`src/rtl/i2c_target.sv`:
```
// I2C target that turns bus transfers into single-cycle memory read/write strobes.
// Define I2C_TARGET_AUTOINC_EN to advance the pointer after every written or ACKed read byte.
module i2c_target #(
  parameter logic [6:0] DEV_ADDR  = 7'h50,
  parameter int         DATAWIDTH = 8,
  parameter int         ADDRWIDTH = 8
) (
  input  logic                 clk,
  input  logic                 reset,
  input  logic                 scl_in,
  input  logic                 sda_in,
  output logic                 sda_oe,
  output logic                 mem_wr_en,
  output logic                 mem_rd_en,
  output logic [ADDRWIDTH-1:0] mem_addr,
  output logic [DATAWIDTH-1:0] mem_wdata,
  input  logic [DATAWIDTH-1:0] mem_rdata,
  output logic                 busy
);

`ifdef I2C_TARGET_AUTOINC_EN
  localparam bit AUTOINC = 1'b1;
`else
  localparam bit AUTOINC = 1'b0;
`endif

  typedef enum logic [3:0] {
    IDLE, DEVADDR, DEV_ACK, REGADDR, REG_ACK,
    WDATA, WDATA_ACK, RDATA, RDATA_ACK, IGNORE
  } state_t;

  logic                 scl_meta_q, scl_sync_q, scl_prev_q;
  logic                 sda_meta_q, sda_sync_q, sda_prev_q;
  logic [1:0]           settle_q, settle_d;
  state_t               state_q, state_d;
  logic [3:0]           bit_cnt_q, bit_cnt_d;
  logic [DATAWIDTH-1:0] rx_q, rx_d;
  logic [DATAWIDTH-1:0] tx_q, tx_d;
  logic [ADDRWIDTH-1:0] ptr_q, ptr_d;
  logic                 rw_q, rw_d;
  logic                 sda_oe_q, sda_oe_d;
  logic                 busy_q, busy_d;
  logic                 mem_wr_en_q, mem_wr_en_d;
  logic                 mem_rd_en_q, mem_rd_en_d;
  logic                 rd_valid_q, rd_valid_d;
  logic [ADDRWIDTH-1:0] mem_addr_q, mem_addr_d;
  logic [DATAWIDTH-1:0] mem_wdata_q, mem_wdata_d;

  // Bus events are suppressed until the synchronizer and history flops hold real bus values,
  // so a reset released mid-transfer cannot fabricate a START.
  logic bus_ok, scl_rise, scl_fall, start_det, stop_det;
  assign bus_ok    = (settle_q == 2'd3);
  assign scl_rise  = bus_ok &  scl_sync_q & ~scl_prev_q;
  assign scl_fall  = bus_ok & ~scl_sync_q &  scl_prev_q;
  assign start_det = bus_ok & scl_sync_q & scl_prev_q &  sda_prev_q & ~sda_sync_q;
  assign stop_det  = bus_ok & scl_sync_q & scl_prev_q & ~sda_prev_q &  sda_sync_q;

  logic [DATAWIDTH-1:0] rx_byte;
  logic [ADDRWIDTH-1:0] ptr_inc;
  assign rx_byte = {rx_q[DATAWIDTH-2:0], sda_sync_q};
  assign ptr_inc = ptr_q + ADDRWIDTH'(1);

  always_comb begin
    settle_d    = (settle_q == 2'd3) ? settle_q : settle_q + 2'd1;
    state_d     = state_q;
    bit_cnt_d   = bit_cnt_q;
    rx_d        = rx_q;
    tx_d        = rd_valid_q ? mem_rdata : tx_q;
    ptr_d       = ptr_q;
    rw_d        = rw_q;
    sda_oe_d    = sda_oe_q;
    busy_d      = busy_q;
    mem_wr_en_d = 1'b0;
    mem_rd_en_d = 1'b0;
    rd_valid_d  = mem_rd_en_q;
    mem_addr_d  = mem_addr_q;
    mem_wdata_d = mem_wdata_q;

    if (stop_det) begin
      state_d   = IDLE;
      bit_cnt_d = 4'd0;
      sda_oe_d  = 1'b0;
      busy_d    = 1'b0;
    end else if (start_det) begin
      state_d   = DEVADDR;
      bit_cnt_d = 4'd0;
    end else begin
      case (state_q)
        IDLE, IGNORE: ;
        DEVADDR: begin
          if (scl_rise) begin
            rx_d = rx_byte;
            if (bit_cnt_q == 4'd7) begin
              bit_cnt_d = 4'd0;
              rw_d      = sda_sync_q;
              if (rx_byte[DATAWIDTH-1:1] == DEV_ADDR) begin
                state_d = DEV_ACK;
                busy_d  = 1'b1;
              end else begin
                state_d = IGNORE;
                busy_d  = 1'b0;
              end
            end else begin
              bit_cnt_d = bit_cnt_q + 4'd1;
            end
          end else if (scl_fall) begin
            sda_oe_d = 1'b0;
          end
        end
        REGADDR: begin
          if (scl_rise) begin
            rx_d = rx_byte;
            if (bit_cnt_q == 4'd7) begin
              bit_cnt_d = 4'd0;
              ptr_d     = rx_byte[ADDRWIDTH-1:0];
              state_d   = REG_ACK;
            end else begin
              bit_cnt_d = bit_cnt_q + 4'd1;
            end
          end else if (scl_fall) begin
            sda_oe_d = 1'b0;
          end
        end
        WDATA: begin
          if (scl_rise) begin
            rx_d = rx_byte;
            if (bit_cnt_q == 4'd7) begin
              bit_cnt_d   = 4'd0;
              mem_wr_en_d = 1'b1;
              mem_addr_d  = ptr_q;
              mem_wdata_d = rx_byte;
              if (AUTOINC) ptr_d = ptr_inc;
              state_d     = WDATA_ACK;
            end else begin
              bit_cnt_d = bit_cnt_q + 4'd1;
            end
          end else if (scl_fall) begin
            sda_oe_d = 1'b0;
          end
        end
        // Ack phases: bit_cnt 0 = waiting for the falling edge that opens the ack slot,
        // 1 = ack clock seen, next falling edge closes the slot.
        DEV_ACK, REG_ACK, WDATA_ACK: begin
          if (scl_fall && bit_cnt_q == 4'd0) begin
            sda_oe_d = 1'b1;
          end else if (scl_rise && bit_cnt_q == 4'd0 && sda_oe_q) begin
            bit_cnt_d = 4'd1;
            if (state_q == DEV_ACK && rw_q) begin
              mem_rd_en_d = 1'b1;
              mem_addr_d  = ptr_q;
            end
          end else if (scl_fall && bit_cnt_q == 4'd1) begin
            bit_cnt_d = 4'd0;
            if (state_q == DEV_ACK && rw_q) begin
              state_d  = RDATA;
              sda_oe_d = ~tx_q[DATAWIDTH-1];
            end else begin
              state_d  = (state_q == DEV_ACK) ? REGADDR : WDATA;
              sda_oe_d = 1'b0;
            end
          end
        end
        RDATA: begin
          if (scl_rise) begin
            bit_cnt_d = bit_cnt_q + 4'd1;
          end else if (scl_fall) begin
            if (bit_cnt_q == 4'd8) begin
              bit_cnt_d = 4'd0;
              sda_oe_d  = 1'b0;
              state_d   = RDATA_ACK;
            end else begin
              tx_d     = {tx_q[DATAWIDTH-2:0], 1'b0};
              sda_oe_d = ~tx_q[DATAWIDTH-2];
            end
          end
        end
        RDATA_ACK: begin
          if (scl_rise && bit_cnt_q == 4'd0) begin
            if (sda_sync_q) begin
              state_d = IGNORE;
              busy_d  = 1'b0;
            end else begin
              bit_cnt_d   = 4'd1;
              mem_rd_en_d = 1'b1;
              mem_addr_d  = AUTOINC ? ptr_inc : ptr_q;
              if (AUTOINC) ptr_d = ptr_inc;
            end
          end else if (scl_fall && bit_cnt_q == 4'd1) begin
            bit_cnt_d = 4'd0;
            state_d   = RDATA;
            sda_oe_d  = ~tx_q[DATAWIDTH-1];
          end
        end
        default: state_d = IDLE;
      endcase
    end
  end

  always_ff @(posedge clk or negedge reset) begin
    if (!reset) begin
      scl_meta_q  <= 1'b1;
      scl_sync_q  <= 1'b1;
      scl_prev_q  <= 1'b1;
      sda_meta_q  <= 1'b1;
      sda_sync_q  <= 1'b1;
      sda_prev_q  <= 1'b1;
      settle_q    <= 2'd0;
      state_q     <= IDLE;
      bit_cnt_q   <= 4'd0;
      rx_q        <= '0;
      tx_q        <= '0;
      ptr_q       <= '0;
      rw_q        <= 1'b0;
      sda_oe_q    <= 1'b0;
      busy_q      <= 1'b0;
      mem_wr_en_q <= 1'b0;
      mem_rd_en_q <= 1'b0;
      rd_valid_q  <= 1'b0;
      mem_addr_q  <= '0;
      mem_wdata_q <= '0;
    end else begin
      scl_meta_q  <= scl_in;
      scl_sync_q  <= scl_meta_q;
      scl_prev_q  <= scl_sync_q;
      sda_meta_q  <= sda_in;
      sda_sync_q  <= sda_meta_q;
      sda_prev_q  <= sda_sync_q;
      settle_q    <= settle_d;
      state_q     <= state_d;
      bit_cnt_q   <= bit_cnt_d;
      rx_q        <= rx_d;
      tx_q        <= tx_d;
      ptr_q       <= ptr_d;
      rw_q        <= rw_d;
      sda_oe_q    <= sda_oe_d;
      busy_q      <= busy_d;
      mem_wr_en_q <= mem_wr_en_d;
      mem_rd_en_q <= mem_rd_en_d;
      rd_valid_q  <= rd_valid_d;
      mem_addr_q  <= mem_addr_d;
      mem_wdata_q <= mem_wdata_d;
    end
  end

  assign sda_oe    = sda_oe_q;
  assign busy      = busy_q;
  assign mem_wr_en = mem_wr_en_q;
  assign mem_rd_en = mem_rd_en_q;
  assign mem_addr  = mem_addr_q;
  assign mem_wdata = mem_wdata_q;

endmodule

```
`config.mk`:
```
export PLATFORM = sky130hd
export DESIGN_NAME = i2c_target
export DESIGN_NICKNAME = d
export VERILOG_FILES = /design/src/rtl/i2c_target.sv
export SDC_FILE = /design/constraint.sdc
export NUM_CORES = 1
export LEC_CHECK = 0
export CORE_UTILIZATION = 30
export DETAILED_ROUTE_END_ITERATION = 8
export GPL_TIMING_DRIVEN = 0
export PLACE_DENSITY = 0.45
export SYNTH_ARGS = -nofsm -noshare
export SYNTH_HDL_FRONTEND = slang
export SYNTH_SLANG_ARGS = --single-unit
export TNS_END_PERCENT = 10
```
`constraint.sdc`:
```
create_clock -name clk -period 6.3 [get_ports clk]
set_input_delay 1.26 -clock clk [delete_from_list [all_inputs] [get_ports clk]]
set_output_delay 1.26 -clock clk [all_outputs]
set_load 0.01 [all_outputs]
```
==> metrics.txt <==
critical path arrival around 1.4 ns; most frequent cells after synthesis dfrtp_1 (55), nand2_1 (23), nor2_1 (20); outcome completed; RSZ-0062 raised after global routing false; met1 usage 19.4%; htree depth 3; Reg clk slew, reported paths 0.06 ns; Top-Level Pins 32; worst skew pair latency approximately 0.34 ns; share of the synthesized area in the top cell type about 43%; Synth area leader dfrtp_1; ratio of cells with drive above 1 in the final layout 20.2%; Max VDD drop 0.000157 V; final worst-path cycle share 42.3%; Top delay family on crit path buffers and inverters; Area growth syn-to-layout 21.4%; Post-CTS Setup Bufs 0; TritonCTS Buffers 9; cell area after layout 3890 um^2; Die Footprint approximately 11,000 um^2; Setup crit end kind primary output; Yosys warnings 0; Post-Route WL approximately 7700 um; count leader, synth dfrtp_1; highest clock rate 375 MHz; required time of the critical path between 5 and 6 ns; PortBufs 31; number of global-route vias before repair ~2,400; CP Class flop to primary output; gp weighted congestion between 0.8 and 0.9; leakage roughly 1.6 nW; Netlist Area Pre-Place around 3200 um^2; number of synthesized flops with an enable pin 0; Top Usage Layer GRT met2; Sink Count 61; Buf/Inv on CP 1; Cell Area, Placed 3680 um^2; Seq cells post-synth 61; Setup WS pre-CTS approximately 3.8 ns; ys async rst share 100%; Tmin final between 2 and 3 ns; largest stage delay on the critical path 0.59 ns; crit start category flop; post_cts resized 0; router iterations before antenna repair 4; Slew Viols, Final 0; largest net degree at the start of global routing 62; Syn Inst Count 285; ANT cells 0; worst hold path type flop to flop; setup violators final 0; setup TNS 0 ns; DRC viols 0; Final Skew about 0.0064 ns; chip height between 100 and 150 um; Yosys cell types 66; met2 GRT Util around a quarter; total track usage between 15 and 20%; post-DP HPWL 5410 um; die width between 100 and 150 um; ranking of synthesized cells by area dfrtp_1 (43%), mux2_1 (6.0%), mux2_2 (6.0%); WL per Instance around 16 um; Max Cap Violations 0; critical path fanouts, max 6; worst slew pin tran between 0.8 and 0.9 ns; Mean Syn Cell Area roughly 11 um^2; first-pass GRT wire length 12,800 um; Final #Nets approximately 340; Hold Fails Final Rpt 0; Root Driver clkbuf_8; slowest cell on the critical path clkdlybuf4s50_1; CTS tree built; met3 usage approximately 3.6%; Vias about 2,400; initial antenna violation count 0; Rel. slew slack a little over two fifths; cts hold-fix bufs 0; Worst Slack Setup Final 3.63 ns; Longest Clk Path Bufs 2; syn nets around 300; register area share after synthesis 47.9%; GRT overflow 0; Top FF cell, synth dfrtp_1; crit-path cells clkdlybuf4s50_1; remaining antenna violation count 0; Initial Util 31.1%; Initial DRC Count between 150 and 200; power per cell area between 300 and 400 nW/um^2; Core ar. 10,300 um^2; vias per cell 5.04; FP Rows 37
-- path summary, 6_finish.rpt --
| check | start | cells after the start | endpoint | slack, ns |
|---|---|---|---|---|
| setup / recovery | sda_oe | 1 | sda_oe | 3.63 |
| hold / removal | scl_meta_q | 0 | scl_sync_q | 0.36 |
| setup reg to reg | bit_cnt_q[0] | 8 | mem_addr[1] | 3.73 |
| hold reg to reg | scl_meta_q | 0 | scl_sync_q | 0.36 |
| max in group asynchronous | reset | 1 | mem_wdata[2] | 4.80 |
| min in group asynchronous | reset | 1 | mem_addr[5] | 1.01 |
-- cell usage in the layout, fill, tap and decap left out, types with 5 or more instances in the layout --
cell and count:
nand2_1 23, buf_2 9, mux2_2 17, mux2i_1 8
clkbuf_1 6, mux2_1 17, nand4_1 5, dfstp_2 6
nand3b_1 6, o21ai_0 17, clkbuf_8 12, clkdlybuf4s50_1 30
nor3_1 5, nor2_1 20, a21oi_1 7, nand3_1 9
dfrtp_1 55
-- logic make-up after synthesis --
| logic type | count (synthesis) | share of synthesized area (%) |
|---|---|---|
| xor gates and xnor gates | 3 | 0.820 |
| DFF | 61 | 47.9 |
| and+or+nand+nor | 98 | 18.3 |
| AOI/OAI and AO/OA | 58 | 14.0 |
| buffers and inverters | 19 | 3.04 |
| adders and majority gates | 4 | 1.56 |
| muxes | 42 | 14.4 |
-- stage by stage --
stage,power [mW],utilization (%),instances,hold slack (ns)
finish,1.53,37.7,468,0.357
global route,1.64,37.7,468,0.364
CTS,1.54,37.7,468,0.359
detailed placement,1.17,35.7,452,0.349
global placement,1.18,35.7,452,0.347
floorplan,1.01,-,285,0.345
-- sequential cells by signal, indices dropped and copies added (netlist names) --
name	cells
mem_addr	8
mem_wdata	8
ptr_q	8
tx_q	8
rx_q	7
bit_cnt_q	4
state_q	4
settle_q	2
busy	1
mem_rd_en	1
mem_wr_en	1
rd_valid_q	1
rw_q	1
scl_meta_q	1
scl_prev_q	1
scl_sync_q	1
sda_meta_q	1
sda_oe	1
sda_prev_q	1
sda_sync_q	1
-- where the power goes --
group / internal, mW / switching [mW]
clock network: 0.216 / 0.145
registers: 0.464 / 0.0618
logic: 0.266 / 0.374
-- final cells by class --
class | count | area [um^2]
Buffer | 15 | 82.6
Clock inverter | 1 | 30.0
Multi-Input combinational cell | 205 | 1570
Timing Repair Buffer | 31 | 308
Clock buffer | 15 | 176
Inverter | 4 | 15.0
Fill cell | 1031 | 6430
Tap cell | 136 | 170
Sequential cell | 61 | 1530
-- layer usage --
metal	part of all wire, %	vias up
met3	4.4	18
met2	46	70
li1	-	1133
met1	46	1140
met5	0	-
met4	2.9	0
Power figures use the tool's default switching activity.
==> patch, RTL diff (same flow settings) <==
`rx_q`, `tx_q`, `mem_addr_q` and `mem_wdata_q` no longer have a reset.
--- a/src/rtl/i2c_target.sv
+++ b/src/rtl/i2c_target.sv
@@ -208,6 +208,4 @@
       state_q     <= IDLE;
       bit_cnt_q   <= 4'd0;
-      rx_q        <= '0;
-      tx_q        <= '0;
       ptr_q       <= '0;
       rw_q        <= 1'b0;
@@ -217,6 +215,4 @@
       mem_rd_en_q <= 1'b0;
       rd_valid_q  <= 1'b0;
-      mem_addr_q  <= '0;
-      mem_wdata_q <= '0;
     end else begin
       scl_meta_q  <= scl_in;
@@ -229,6 +225,4 @@
       state_q     <= state_d;
       bit_cnt_q   <= bit_cnt_d;
-      rx_q        <= rx_d;
-      tx_q        <= tx_d;
       ptr_q       <= ptr_d;
       rw_q        <= rw_d;
@@ -238,7 +232,12 @@
       mem_rd_en_q <= mem_rd_en_d;
       rd_valid_q  <= rd_valid_d;
-      mem_addr_q  <= mem_addr_d;
-      mem_wdata_q <= mem_wdata_d;
     end
+  end
+
+  always_ff @(posedge clk) begin
+    rx_q        <= rx_d;
+    tx_q        <= tx_d;
+    mem_addr_q  <= mem_addr_d;
+    mem_wdata_q <= mem_wdata_d;
   end
 
Function: same outputs for any inputs over 10 cycles, from zero or initial values and one cycle with reset low; that may be too few to reach the edited logic, so the function may still have changed.
==> patch against the unedited design <==
Die area down 5.4%; count of clock-buffer cells in the layout down 6; cell area down 2.9%; power down 6.6%; setup slack worse by 0.13 ns; synthesized area down 5.5%; routed wire length down 6.3%; sequential cell count unchanged.
==> patch: results (changes against the unedited design) <==
outcome finished clean; Distinct cells, synth 67 (+1.5%); fraction of layout cells with a size suffix above 1 18.4% (-1.8 points); multi-input gate count 183 (-11%); Post-synth top cells 24 x dfrtp_1, 23 x edfxtp_1, 22 x nor2_1; Final nets 326 (-5.0%); slowest cell delay on critical path 0.44 ns (-0.15 ns); routed wl met3 312 µm (-7.7%); Routability Congestion 0.886 (+3.2%); slowest CP cell nor3b_2; first-pass GRT wire length 11600 µm (-9.2%); largest net degree at the start of global routing 31 (-50%); clock slew at reported path FFs 0.08 ns (+0.02 ns); DR WL met2 3240 µm (-8.7%); Non-clock buffers 49 (+6.5%); ys async rst share 49.2% (-51 points); final WL 7190 µm (-6.3%); Signal buf overhead 10.8% (+0.79 points); # clk buffers 9 (-6); routed length on met1 3550 µm (-0.34%); Sw Pwr 0.498 mW (-14%); Max FO, Critical Path 8 (+2); EDFF count, synth 23 (+23); inverter count 6 (+2); crit-path leading delay family simple AND/OR/NAND/NOR gates; register area share after synthesis 53.1% (+5.3 points); CP arrival 2.84 ns (+1.43 ns); Syn Nets 282 (-6.3%); clock network area share 6.46% (+1.1 points); post-synth top area share 22.8% (-20 points); Worst VDD drop 0.145 mV (-7.7%); antenna violations before repair 0 (unchanged); Synth area leaders edfxtp_1 23%, dfrtp_1 20%, dfxtp_1 5.3%; multi-input gate share of total cell area 35.1% (-5.3 points); Vias per Instance 4.92 (-2.4%); Seq/total area 42.6% (+3.1 points); leak pwr 1.43 nW (-12%); # fillers 976 (-5.3%); Tightest Pin Transition 0.855 ns (+0.0188 ns)
[patch: cell types whose count changed after synthesis, moves of 7 or more]
cell      before  now
dfrtp_1       55   24
mux2_2        17    7
edfxtp_1       0   23
mux2_1        17    7
dfxtp_1        0    8
o21ai_0       17   10
a21oi_1        7   14
[patch: metrics by stage]
stage | instance area, µm² | hold WS (ns) | std cells | utilization [%] | power, mW
after floorplan | 3030 | 0.345 | 266 | - | 0.841
after global placement | 3510 | 0.346 | 430 | 35.9 | 0.989
after detailed placement | 3530 | 0.347 | 432 | 36.2 | 0.992
after CTS | 3780 | 0.359 | 448 | 38.7 | 1.44
after global routing | 3780 | 0.364 | 448 | 38.7 | 1.51
final | 3780 | 0.357 | 448 | 38.7 | 1.43
[patch: power by group through the flow]
stage	clock, mW	combinational (mW)	sequential, mW
detailed placement	0	0.488	0.503
finish	0.441	0.490	0.495
global route	0.468	0.542	0.503
floorplan	0	0.338	0.503
CTS	0.456	0.490	0.495
global placement	0	0.486	0.503
[patch: final timing paths]
check | endpoint | slack (ns) | depth (start not counted)
max in group asynchronous | ptr_q[0]$_DFFE_PN0P_ | 4.85 | 1
max reg2reg | mem_addr[6]$_DFFE_PP_ | 3.51 | 9
min in group asynchronous | sda_oe$_DFFE_PN0P_ | 0.96 | 1
min | scl_sync_q$_DFF_PN1_ | 0.36 | 0
max | mem_addr[6]$_DFFE_PP_ | 3.51 | 9
min reg2reg | scl_sync_q$_DFF_PN1_ | 0.36 | 0
[patch: routing by layer]
layer	track usage [%]	vias to the layer above
met5	0	-
met4	4.84	0
met3	4.51	8
met2	23.2	45
met1	20.0	1075
li1	-	1077
[patch: kinds of logic after synthesis]
group           share of synthesized area, %
xor+xnor                               0.578
flops                                   53.1
simple gates                            19.3
buf+inv                                 3.68
mux                                     8.18
compound gates                          13.5
fa+ha+maj                               1.65
